### config.mk
export PLATFORM = sky130hd
export DESIGN_NAME = uart_tx
export DESIGN_NICKNAME = d
export VERILOG_FILES = /design/src/rtl/uart_pkg.sv /design/src/rtl/uart_baud_cnt.sv /design/src/rtl/uart_tx.sv
export SDC_FILE = /design/constraint.sdc
export NUM_CORES = 1
export LEC_CHECK = 0
export CAP_MARGIN = 20
export CORE_ASPECT_RATIO = 2
export CORE_MARGIN = 2
export CORE_UTILIZATION = 25
export CTS_CLUSTER_SIZE = 25
export DETAILED_ROUTE_END_ITERATION = 8
export GPL_TIMING_DRIVEN = 0
export PLACE_DENSITY = 0.52
export REMOVE_ABC_BUFFERS = 1
export SYNTH_ARGS = -nofsm -noshare
export SYNTH_HDL_FRONTEND = slang
export SYNTH_SLANG_ARGS = --single-unit
### constraint.sdc
create_clock -name i_clk -period 2.94 [get_ports i_clk]
set_input_delay 0.294 -clock i_clk [delete_from_list [all_inputs] [get_ports i_clk]]
set_output_delay 0.294 -clock i_clk [all_outputs]
set_load 0.1 [all_outputs]
### src/rtl/uart_pkg.sv
// Shared UART definitions: transmitter FSM encoding and default bit timing
// (100 MHz core clock at 115200 baud).
package uart_pkg;

   typedef enum logic [2:0] {
      IDLE,
      FETCH,
      START,
      DATA,
      STOP
   } tx_state_e;

   localparam int DefaultClksPerBit = 868;

endpackage

### src/rtl/uart_baud_cnt.sv
// Bit-period timer: counts 0..ClksPerBit-1 while enabled, ticks on the last count.
// Clear has priority over enable so a new bit always starts from a full period.
module uart_baud_cnt
   import uart_pkg::*;
#(
   parameter int ClksPerBit = DefaultClksPerBit
) (
   input  logic i_clk,
   input  logic i_rst_n,
   input  logic i_clear,
   input  logic i_enable,
   output logic o_tick
);

   localparam int              CntW    = $clog2(ClksPerBit);
   localparam logic [CntW-1:0] CntLast = CntW'(ClksPerBit - 1);

   logic [CntW-1:0] cnt_q, cnt_d;

   always_comb begin
      cnt_d = cnt_q;
      if (i_clear) begin
         cnt_d = '0;
      end else if (i_enable) begin
         cnt_d = (cnt_q == CntLast) ? '0 : cnt_q + CntW'(1);
      end
   end

   always_ff @(posedge i_clk) begin
      if (!i_rst_n) begin
         cnt_q <= '0;
      end else begin
         cnt_q <= cnt_d;
      end
   end

   assign o_tick = i_enable && (cnt_q == CntLast);

endmodule

### src/rtl/uart_tx.sv
// UART transmitter: pops one word from an external FIFO, then sends start, LSB-first data
// and stop bits; frames run back to back with a 2-cycle gap (pop + fetch) between them.
module uart_tx
   import uart_pkg::*;
#(
   parameter int DataWidth  = 8,
   parameter int ClksPerBit = DefaultClksPerBit
) (
   input  logic                 i_clk,
   input  logic                 i_rst_n,
   input  logic                 i_fifo_empty,
   input  logic [DataWidth-1:0] i_fifo_data,
   output logic                 o_fifo_rd_en,
   output logic                 o_tx,
   output logic                 o_busy
);

   localparam int              IdxW    = $clog2(DataWidth);
   localparam logic [IdxW-1:0] IdxLast = IdxW'(DataWidth - 1);

   tx_state_e            state_q, state_d;
   logic [IdxW-1:0]      bit_idx_q, bit_idx_d;
   logic [DataWidth-1:0] shift_q, shift_d;
   logic                 tx_q, tx_d;
   logic                 baud_tick;
   logic                 baud_clear;
   logic                 baud_en;

   uart_baud_cnt #(
      .ClksPerBit(ClksPerBit)
   ) u_baud_cnt (
      .i_clk   (i_clk),
      .i_rst_n (i_rst_n),
      .i_clear (baud_clear),
      .i_enable(baud_en),
      .o_tick  (baud_tick)
   );

   always_comb begin
      state_d      = state_q;
      bit_idx_d    = bit_idx_q;
      shift_d      = shift_q;
      o_fifo_rd_en = 1'b0;
      unique case (state_q)
         IDLE: begin
            // Gated by reset so nothing is popped while the block is held in reset.
            if (!i_fifo_empty && i_rst_n) begin
               o_fifo_rd_en = 1'b1;
               state_d      = FETCH;
            end
         end
         FETCH: begin
            shift_d = i_fifo_data;
            state_d = START;
         end
         START: begin
            if (baud_tick) state_d = DATA;
         end
         DATA: begin
            if (baud_tick) begin
               shift_d   = shift_q >> 1;
               bit_idx_d = bit_idx_q + IdxW'(1);
               if (bit_idx_q == IdxLast) state_d = STOP;
            end
         end
         STOP: begin
            if (baud_tick) state_d = IDLE;
         end
         default: state_d = IDLE;
      endcase

      if (state_d != state_q) bit_idx_d = '0;

      // Line level is precomputed for the next state so o_tx comes straight from a flop.
      tx_d = 1'b1;
      if (state_d == START) begin
         tx_d = 1'b0;
      end else if (state_d == DATA) begin
         tx_d = shift_d[0];
      end
   end

   assign baud_en    = (state_q == START) || (state_q == DATA) || (state_q == STOP);
   assign baud_clear = (state_d != state_q);

   always_ff @(posedge i_clk) begin
      if (!i_rst_n) begin
         state_q   <= IDLE;
         bit_idx_q <= '0;
         shift_q   <= '0;
         tx_q      <= 1'b1;
      end else begin
         state_q   <= state_d;
         bit_idx_q <= bit_idx_d;
         shift_q   <= shift_d;
         tx_q      <= tx_d;
      end
   end

   assign o_tx   = tx_q;
   assign o_busy = o_fifo_rd_en || (state_q != IDLE);

endmodule

After elaboration in Yosys (flattened, before gate mapping)
Cells that the tools add are included.
{"block": "word_totals", "reg_bits": 25, "inputBits": 11, "out_inout_bits": 3, "wordCells": 44}
{"block": "op_classes", "addsub": 2, "n_eq_ne": 10, "mux": 13, "n_bitwise": 1, "reduce_logical": 12}
{"operator": "$pmux 8 s2", "count": 1}
{"operator": "$mux 3", "count": 5}
{"operator": "$pmux 3 s5", "count": 1}
{"operator": "$eq 3x2->1 const B", "count": 4}
{"operator": "$add 10x1->10 const B", "count": 1}
{"operator": "$eq 10x10->1 const B", "count": 1}
{"operator": "$mux 10", "count": 1}
{"operator": "$mux 8", "count": 1}
{"operator": "$eq 3x3->1 const B", "count": 2}
{"operator": "$mux 1", "count": 4}
{"operator": "$reduce_and 2->1", "count": 2}
{"operator": "$add 3x1->3 const B", "count": 1}
{"operator": "$eq 3x1->1 const B", "count": 1}
{"operator": "$logic_not 3->1", "count": 1}
{"operator": "$logic_or 1x1->1", "count": 3}
{"operator": "$ne 3x3->1", "count": 1}
{"operator": "$reduce_bool 3->1", "count": 1}
{"operator": "$logic_and 1x1->1", "count": 2}
{"operator": "$ne 2x2->1 const B", "count": 1}
{"operator": "$reduce_bool 2->1", "count": 1}
{"operator": "$reduce_or 2->1", "count": 1}
{"operator": "$logic_not 1->1", "count": 1}
{"operator": "$not 1->1", "count": 1}

Longest topological paths before layout
{"block": "depth", "ltp_word": 9, "depth_mapped": 7, "ltp_nobuf": 6}

Modules after synthesis
A second synthesis with hierarchy kept.
{"block": "unflattened", "cells_unflattened": 147, "hier_area_um2": 1307.5}
{"module": "uart_tx", "n_inst": 1, "cells_per_inst": 90, "area_each_um2": 798.3}
{"module": "uart_baud_cnt", "n_inst": 1, "cells_per_inst": 57, "area_each_um2": 509.2}

Worst setup path after synthesis
No wires, ideal clock.
{"block": "synth_path", "path_type": "reg-to-reg", "startpoint": "register state_q[1]", "endpoint": "register state_q[0]", "arrival_time_ps": 2424, "t_required_ps": 2876, "slack_ps": 452, "path_stages_with_launch": 5, "n_path_buf": 1, "period_less_slack_ps": 2488, "path_cell_list": "dfxtp_1 -> clkbuf_1 -> nor3_1 -> nor2b_1 -> o21a_1"}
{"block": "synth_between", "elab_chain_cells": 6}
{"element": "start, declared", "line": "uart_tx.sv:21", "rtl": "tx_state_e state_q, state_d;"}
{"element": "start signal, assigned", "line": "uart_tx.sv:93", "rtl": "state_q <= state_d;"}
{"element": "$eq 3x2->1", "line": "uart_tx.sv:44, uart_tx.sv:83"}
{"element": "$logic_or 1x1->1 (2 in a row)", "line": "uart_tx.sv:83", "rtl": "assign baud_en = (state_q == START) || (state_q == DATA) || (state_q == STOP);"}
{"element": "$logic_and 1x1->1", "line": "uart_baud_cnt.sv:37", "rtl": "assign o_tick = i_enable && (cnt_q == CntLast);"}
{"element": "$mux 3 (on tied branches)", "line": "uart_tx.sv:67, uart_tx.sv:57, uart_tx.sv:60"}
{"element": "$pmux 3 s5 *", "line": "uart_tx.sv:44", "rtl": "unique case (state_q)"}
Every way passes the cells marked *; elsewhere a longest branch is shown, timed or not.
A chain may end at the register's enable or synchronous reset.

Final worst setup path
{"block": "layout_path", "startpoint": "register state_q[1]", "endpoint": "output o_fifo_rd_en"}
{"block": "layout_between", "elab_chain_cells": 2}
{"element": "$logic_not 3->1", "line": "uart_tx.sv:44"}
{"element": "$mux 1", "line": "uart_tx.sv:44"}
{"element": "end, declared", "line": "uart_tx.sv:13", "rtl": "output logic o_fifo_rd_en,"}
Every way passes these cells.

==> qor.csv <==
metric,value,unit
worst_slew_pin_slew,969,ps
placed_cell_area,0.00150,sq mm
ys.flop_type,dfxtp_1,
finalMaxSlewViolations,0,
syn2layout_area_growth,14.7,%
synth_top_family_by_area,simple AND/OR/NAND/NOR gates,
worst_hold_startpoint,bit_idx_q[2],
drcViolationCount,0,
regToRegEndpoint,u_baud_cnt.cnt_q[8],
grt_overflow_total,0,
synth-edff-count,0,
cp-start-kind,flip-flop,
p_leak,0.000497,uW
synth_warnings,0,
synth_compound_area_share,21.6,%
grt_pass1_wl,5110,um
cts_hold_buf,0,
clockRootBuffer,clkbuf_8,
rsz0062_at_grt,no,
hold_depth,2,
synthArstFlopShare,0,%
fmax,0.380,GHz
grt_usage,10.6,%
cts.clk_slew.worst_paths,90,ps
fin_cells,218,
vias_per_cell,5.21,
crit_path_end_kind,output pin,
synthCells,150,
final_common_cell,dfxtp_1,
fin_area,0.00154,sq mm
gp_congestion,0.790,
htreeDepth,1,
syn_area,0.00135,sq mm
hold_path_end,bit_idx_q[2],
grt_max_degree,16,
grt_pass1_vias,1144,
n_antenna_cell,0,
avgSynthCellArea,8.97,sq um
path_class,reg2out,
setup_violations,0,
fp.dieW,55.9,um
insertion_delay,270,ps
routedWlPerCell,13.4,um
cts_made_buffers,3,
wl,2930,um
status,finished clean,
crit_required,2650,ps
die-height,108,um
coreArea,0.00518,sq mm
skew,4.78,ps
rows,37,
synthAdderAreaFrac,2.79,%
drt_iter0_markers,24,
r2r_start,state_q[1],
power.density,415,mW/mm^2
drt_pass1_iterations,4,
setup_tns,0,ps
synth_xor_area_share,5.21,%
ys_seq_elements,25,
final_net_count,175,
clockBufferDepth,2,
portBuffers,13,
cap_violations,0,
ys_types,43,
initial_core_util,25.9,%
ff_latch_area,500,sq um
max_slew_margin,35.2,%
final_antenna_net_count,0,
post-route-min-period,2630,ps
cts_setup_buffers,0,
final-hold-violation-count,0,
reg2reg_depth,4,
io_pins,14,
final_cell_mix,"dfxtp_1 (25), a21oi_1 (14), nor2_1 (14)",
min_path_type,reg2reg,
path_max_fanout,15,
worst_ep_arrival_time,2340,ps
fillers,562,
drive_above_1_share,9.38,%
multi_input_area,782,sq um
cts_tree,done,
r2r_slack,840,ps
dp_hpwl,2260,um
clock-sinks,25,
cts.repair.resized,0,
dp_cells,214,
ys_seq_area_share,37.2,%
vias,1135,
period_share,89.6,%
design.die.area,0.00602,sq mm
synth_simple_gate_area_share,27.8,%
irDropWorstVdd,0.230,mV
synth.mux.area_fraction,0.744,%
antenna_found_initial,0,
[cells by family after synthesis]
group,count (synthesis)
fa+ha+maj,3
buf+inv,10
simple gates,64
flops,25
mux,1
xor+xnor,8
compound gates,39
[critical path: stages, from the launching register on]
cell and delay [ps]:
dfxtp_1 470, nor3_1 270, nor2b_1 190, clkdlybuf4s50_1 1150
[state kept, by name, summed over array words and instances, names as in the netlist]
signal,count
state_q,3
u_baud_cnt.cnt_q,10
bit_idx_q,3
o_tx,1
shift_q,8
[how the worst max path moves through the flow]
stage,start,end,cells past startpoint
6_report,state_q[1],o_fifo_rd_en,3
3_3_place_gp,i_rst_n,o_fifo_rd_en,4
4_1_cts,state_q[1],o_fifo_rd_en,3
2_1_floorplan,state_q[1],state_q[0],3
3_5_place_dp,i_rst_n,o_fifo_rd_en,4
5_1_grt,state_q[1],o_fifo_rd_en,3
[synthesized netlist by cell type (2+ instances only)]
library cell / instances / area (sq um)
o211ai_2: 2 / 25.0
o31ai_1: 2 / 15.0
and3_1: 4 / 25.0
xor2_1: 7 / 61.3
nand3b_1: 2 / 15.0
clkbuf_1: 2 / 7.51
nand2_1: 12 / 45.0
nor2b_1: 3 / 18.8
ha_1: 3 / 37.5
nand2b_1: 2 / 12.5
buf_2: 2 / 10.0
dfxtp_1: 25 / 500
o2111ai_1: 4 / 35.0
buf_6: 3 / 33.8
nand3_1: 8 / 40.0
inv_1: 2 / 7.51
o211ai_1: 2 / 15.0
nor2_1: 14 / 52.6
a21oi_1: 14 / 70.1
or4_1: 2 / 15.0
or3_4: 2 / 22.5
o21ai_0: 2 / 10.0
and2_1: 3 / 18.8
a22oi_1: 6 / 45.0
nor3_1: 4 / 20.0
[per-layer routing]
metal | up-vias | GRT usage (%) | part of all wire [%]
li1 | 575 | - | -
met1 | 533 | 10.6 | 37
met2 | 19 | 19.8 | 57
met3 | 8 | 1.32 | 2.1
met4 | 0 | 7.48 | 3.5
met5 | - | 0 | 0
[cell type report]
cell class	count	area share, %
Tap cell	58	4.70
Clock buffer	3	2.68
Timing Repair Buffer	13	8.43
Clock inverter	1	0.324
Inverter	3	0.730
Multi-Input combinational cell	115	50.7
Sequential cell	25	32.4
[power by group]
part           internal, uW  total (uW)  switching [uW]
Combinational          31.8        82.9            51.2
Sequential              345         353            7.69
Clock                  94.7         205             110
Total                   471         640             169
[per-stage QoR]
| stage | setup slack (ps) | hold slack, ps | util [%] | power, uW |
|---|---|---|---|---|
| after floorplan | 558 | 412 | - | 414 |
| after global placement | 304 | 443 | 28.9 | 445 |
| after detailed placement | 310 | 454 | 28.9 | 445 |
| after CTS | 277 | 466 | 29.8 | 652 |
| after global routing | 120 | 488 | 29.8 | 673 |
| final | 307 | 462 | 29.8 | 640 |
Power figures use the tool's default switching activity.
==> variant (config.mk and constraints unchanged) <==
Change the parameter `DataWidth` from 8 to 16.
--- a/src/rtl/uart_tx.sv
+++ b/src/rtl/uart_tx.sv
@@ -4,5 +4,5 @@
    import uart_pkg::*;
 #(
-   parameter int DataWidth  = 8,
+   parameter int DataWidth  = 16,
    parameter int ClksPerBit = DefaultClksPerBit
 ) (
Ports: changed (resized i_fifo_data); port bits go from 14 to 22. The function was not compared with the original's and may differ.
==> variant against the unedited design <==
Non-clock buffer count increased by 10. Power increased by 100%. Sequential cell count increased by 9. Via count increased by 21%. Critical path depth increased by 1. Largest cell class unchanged. Sequential power increased by 37%. Clock skew increased by 1.1 ps. Wire length increased by 24%. Worst setup slack got worse by 21 ps. Die area increased by 20%. Sequential share of layout area decreased by 0.18 points. Design area increased by 37%. Synthesized area increased by 21%.
==> variant: results (changes against the unedited design) <==
Run status
Outcome: completed (unchanged).

Placement
The setup slack after placement came to -351 ps (was 310 ps). The number of cells in the design after placement is 280 (was 214). The final HPWL from detailed placement is 2.58 mm (was 2.26 mm). The weighted congestion at the end of routability-driven global placement is 0.808 (was 0.790).

Logic synthesis
Leading cell types by count after synthesis: sky130_fd_sc_hd__dfxtp_1, sky130_fd_sc_hd__nand2_1, sky130_fd_sc_hd__nor2_1, sky130_fd_sc_hd__a21boi_0, sky130_fd_sc_hd__a22oi_1 (was sky130_fd_sc_hd__dfxtp_1, sky130_fd_sc_hd__a21oi_1, sky130_fd_sc_hd__nor2_1, sky130_fd_sc_hd__nand2_1, sky130_fd_sc_hd__nand3_1). The post-synthesis adder-cell area fraction is 1.53% (was 2.79%). The number of distinct standard cells referenced by the synthesized netlist was 46 (was 43).

Top post-synthesis cells by area: sky130_fd_sc_hd__dfxtp_1, sky130_fd_sc_hd__a21boi_0, sky130_fd_sc_hd__a22oi_1 (was sky130_fd_sc_hd__dfxtp_1, sky130_fd_sc_hd__a21oi_1, sky130_fd_sc_hd__xor2_1). The number of instances in the synthesized netlist is 183 (was 150). The number of flops mapped to enable cells by yosys came to 0 (unchanged). The multiplexer area fraction after synthesis was 0.613% (was 0.744%).

Critical path
The delay of the slowest critical-path stage came to 910 ps (was 1150 ps). The highest net fanout along the worst path was 21 (was 15). The endpoint arrival time on the critical path is 2360 ps (was 2340 ps).

Pwr
The leakage power figure was 0.000710 µW (was 0.000497 µW). The largest vdd supply drop is 0.299 mV (was 0.230 mV).

Clock network
The H-tree depth is 2 (was 1). The CTS root buffer is sky130_fd_sc_hd__clkbuf_16 (was sky130_fd_sc_hd__clkbuf_8). The total CTS buffers was 5 (was 3). The clock edge transition at the registers on the reported setup and hold paths is 60 ps (was 90 ps).

Cells and area
The count of filler cells inserted in the layout came to 662 (was 562). Largest registers: shift_q x16, u_baud_cnt.cnt_q x10, bit_idx_q x4 (was u_baud_cnt.cnt_q x10, shift_q x8). The net count reported at finish is 224 (was 175). The share of cells above drive strength 1 is 10.3% (was 9.38%). The non-filler instance count after layout came to 290 (was 218).

Route
The initial DRC count is 36 (was 24). The via density per instance is 4.74 (was 5.21). The average detailed-routed wire length per instance is 12.6 µm (was 13.4 µm).

STA
The maximum clock skew at final layout is 5.89 ps (was 4.78 ps). The number of pins exceeding their max-slew limit in the final report is 0 (unchanged).

Global route
The via count of the first global-routing pass came to 1,332 (was 1,144). The largest net degree at the start of global routing was 22 (was 16).
variant: final timing paths:
check,from,endpoint,slack [ps],cells past startpoint
min reg2reg,shift_q[8],shift_q[8],460,2
max,i_rst_n,o_busy,290,4
min,shift_q[8],shift_q[8],460,2
max reg2reg,u_baud_cnt.cnt_q[0],o_tx,730,6
variant: through the flow:
step | instance area, µm² | utilization, % | hold WS, ps
floorplan | 1580 | - | 416
global placement | 1890 | 30.0 | 455
detailed placement | 1890 | 30.0 | 461
CTS | 2090 | 33.1 | 469
global route | 2110 | 33.4 | 490
finish | 2110 | 33.4 | 464
variant: per-layer routing:
layer | share of wire, % | vias to the layer above | wire length [µm] | GRT usage (%)
li1 | - | 689 | - | -
met4 | 2.6 | 0 | 93 | 5.84
met1 | 40 | 658 | 1440 | 12.1
met3 | 2.9 | 8 | 104 | 2.63
met2 | 55 | 19 | 2000 | 18.8
met5 | 0 | - | 0 | 0
variant: layout make-up:
| cell class | count | area, µm² | area share [%] |
|---|---|---|---|
| Clock inverter | 3 | 68.8 | 3.26 |
| Inverter | 3 | 11.3 | 0.534 |
| Clock buffer | 5 | 125 | 5.93 |
| Timing Repair Buffer | 23 | 233 | 11.0 |
| Tap cell | 86 | 108 | 5.10 |
| Sequential cell | 34 | 681 | 32.3 |
| Multi-Input combinational cell | 136 | 883 | 41.9 |
variant: what timing repair did:
| action | in CTS | in global routing |
|---|---|---|
| setup endpoints to repair | 2 | 0 |
| gates resized for setup | 5 | 0 |
| setup buffers | 0 | 0 |
variant: power breakdown:
part	internal (µW)	switching [µW]
registers	473	11.2
clock network	487	206
logic	49.7	72.2
total	1010	289
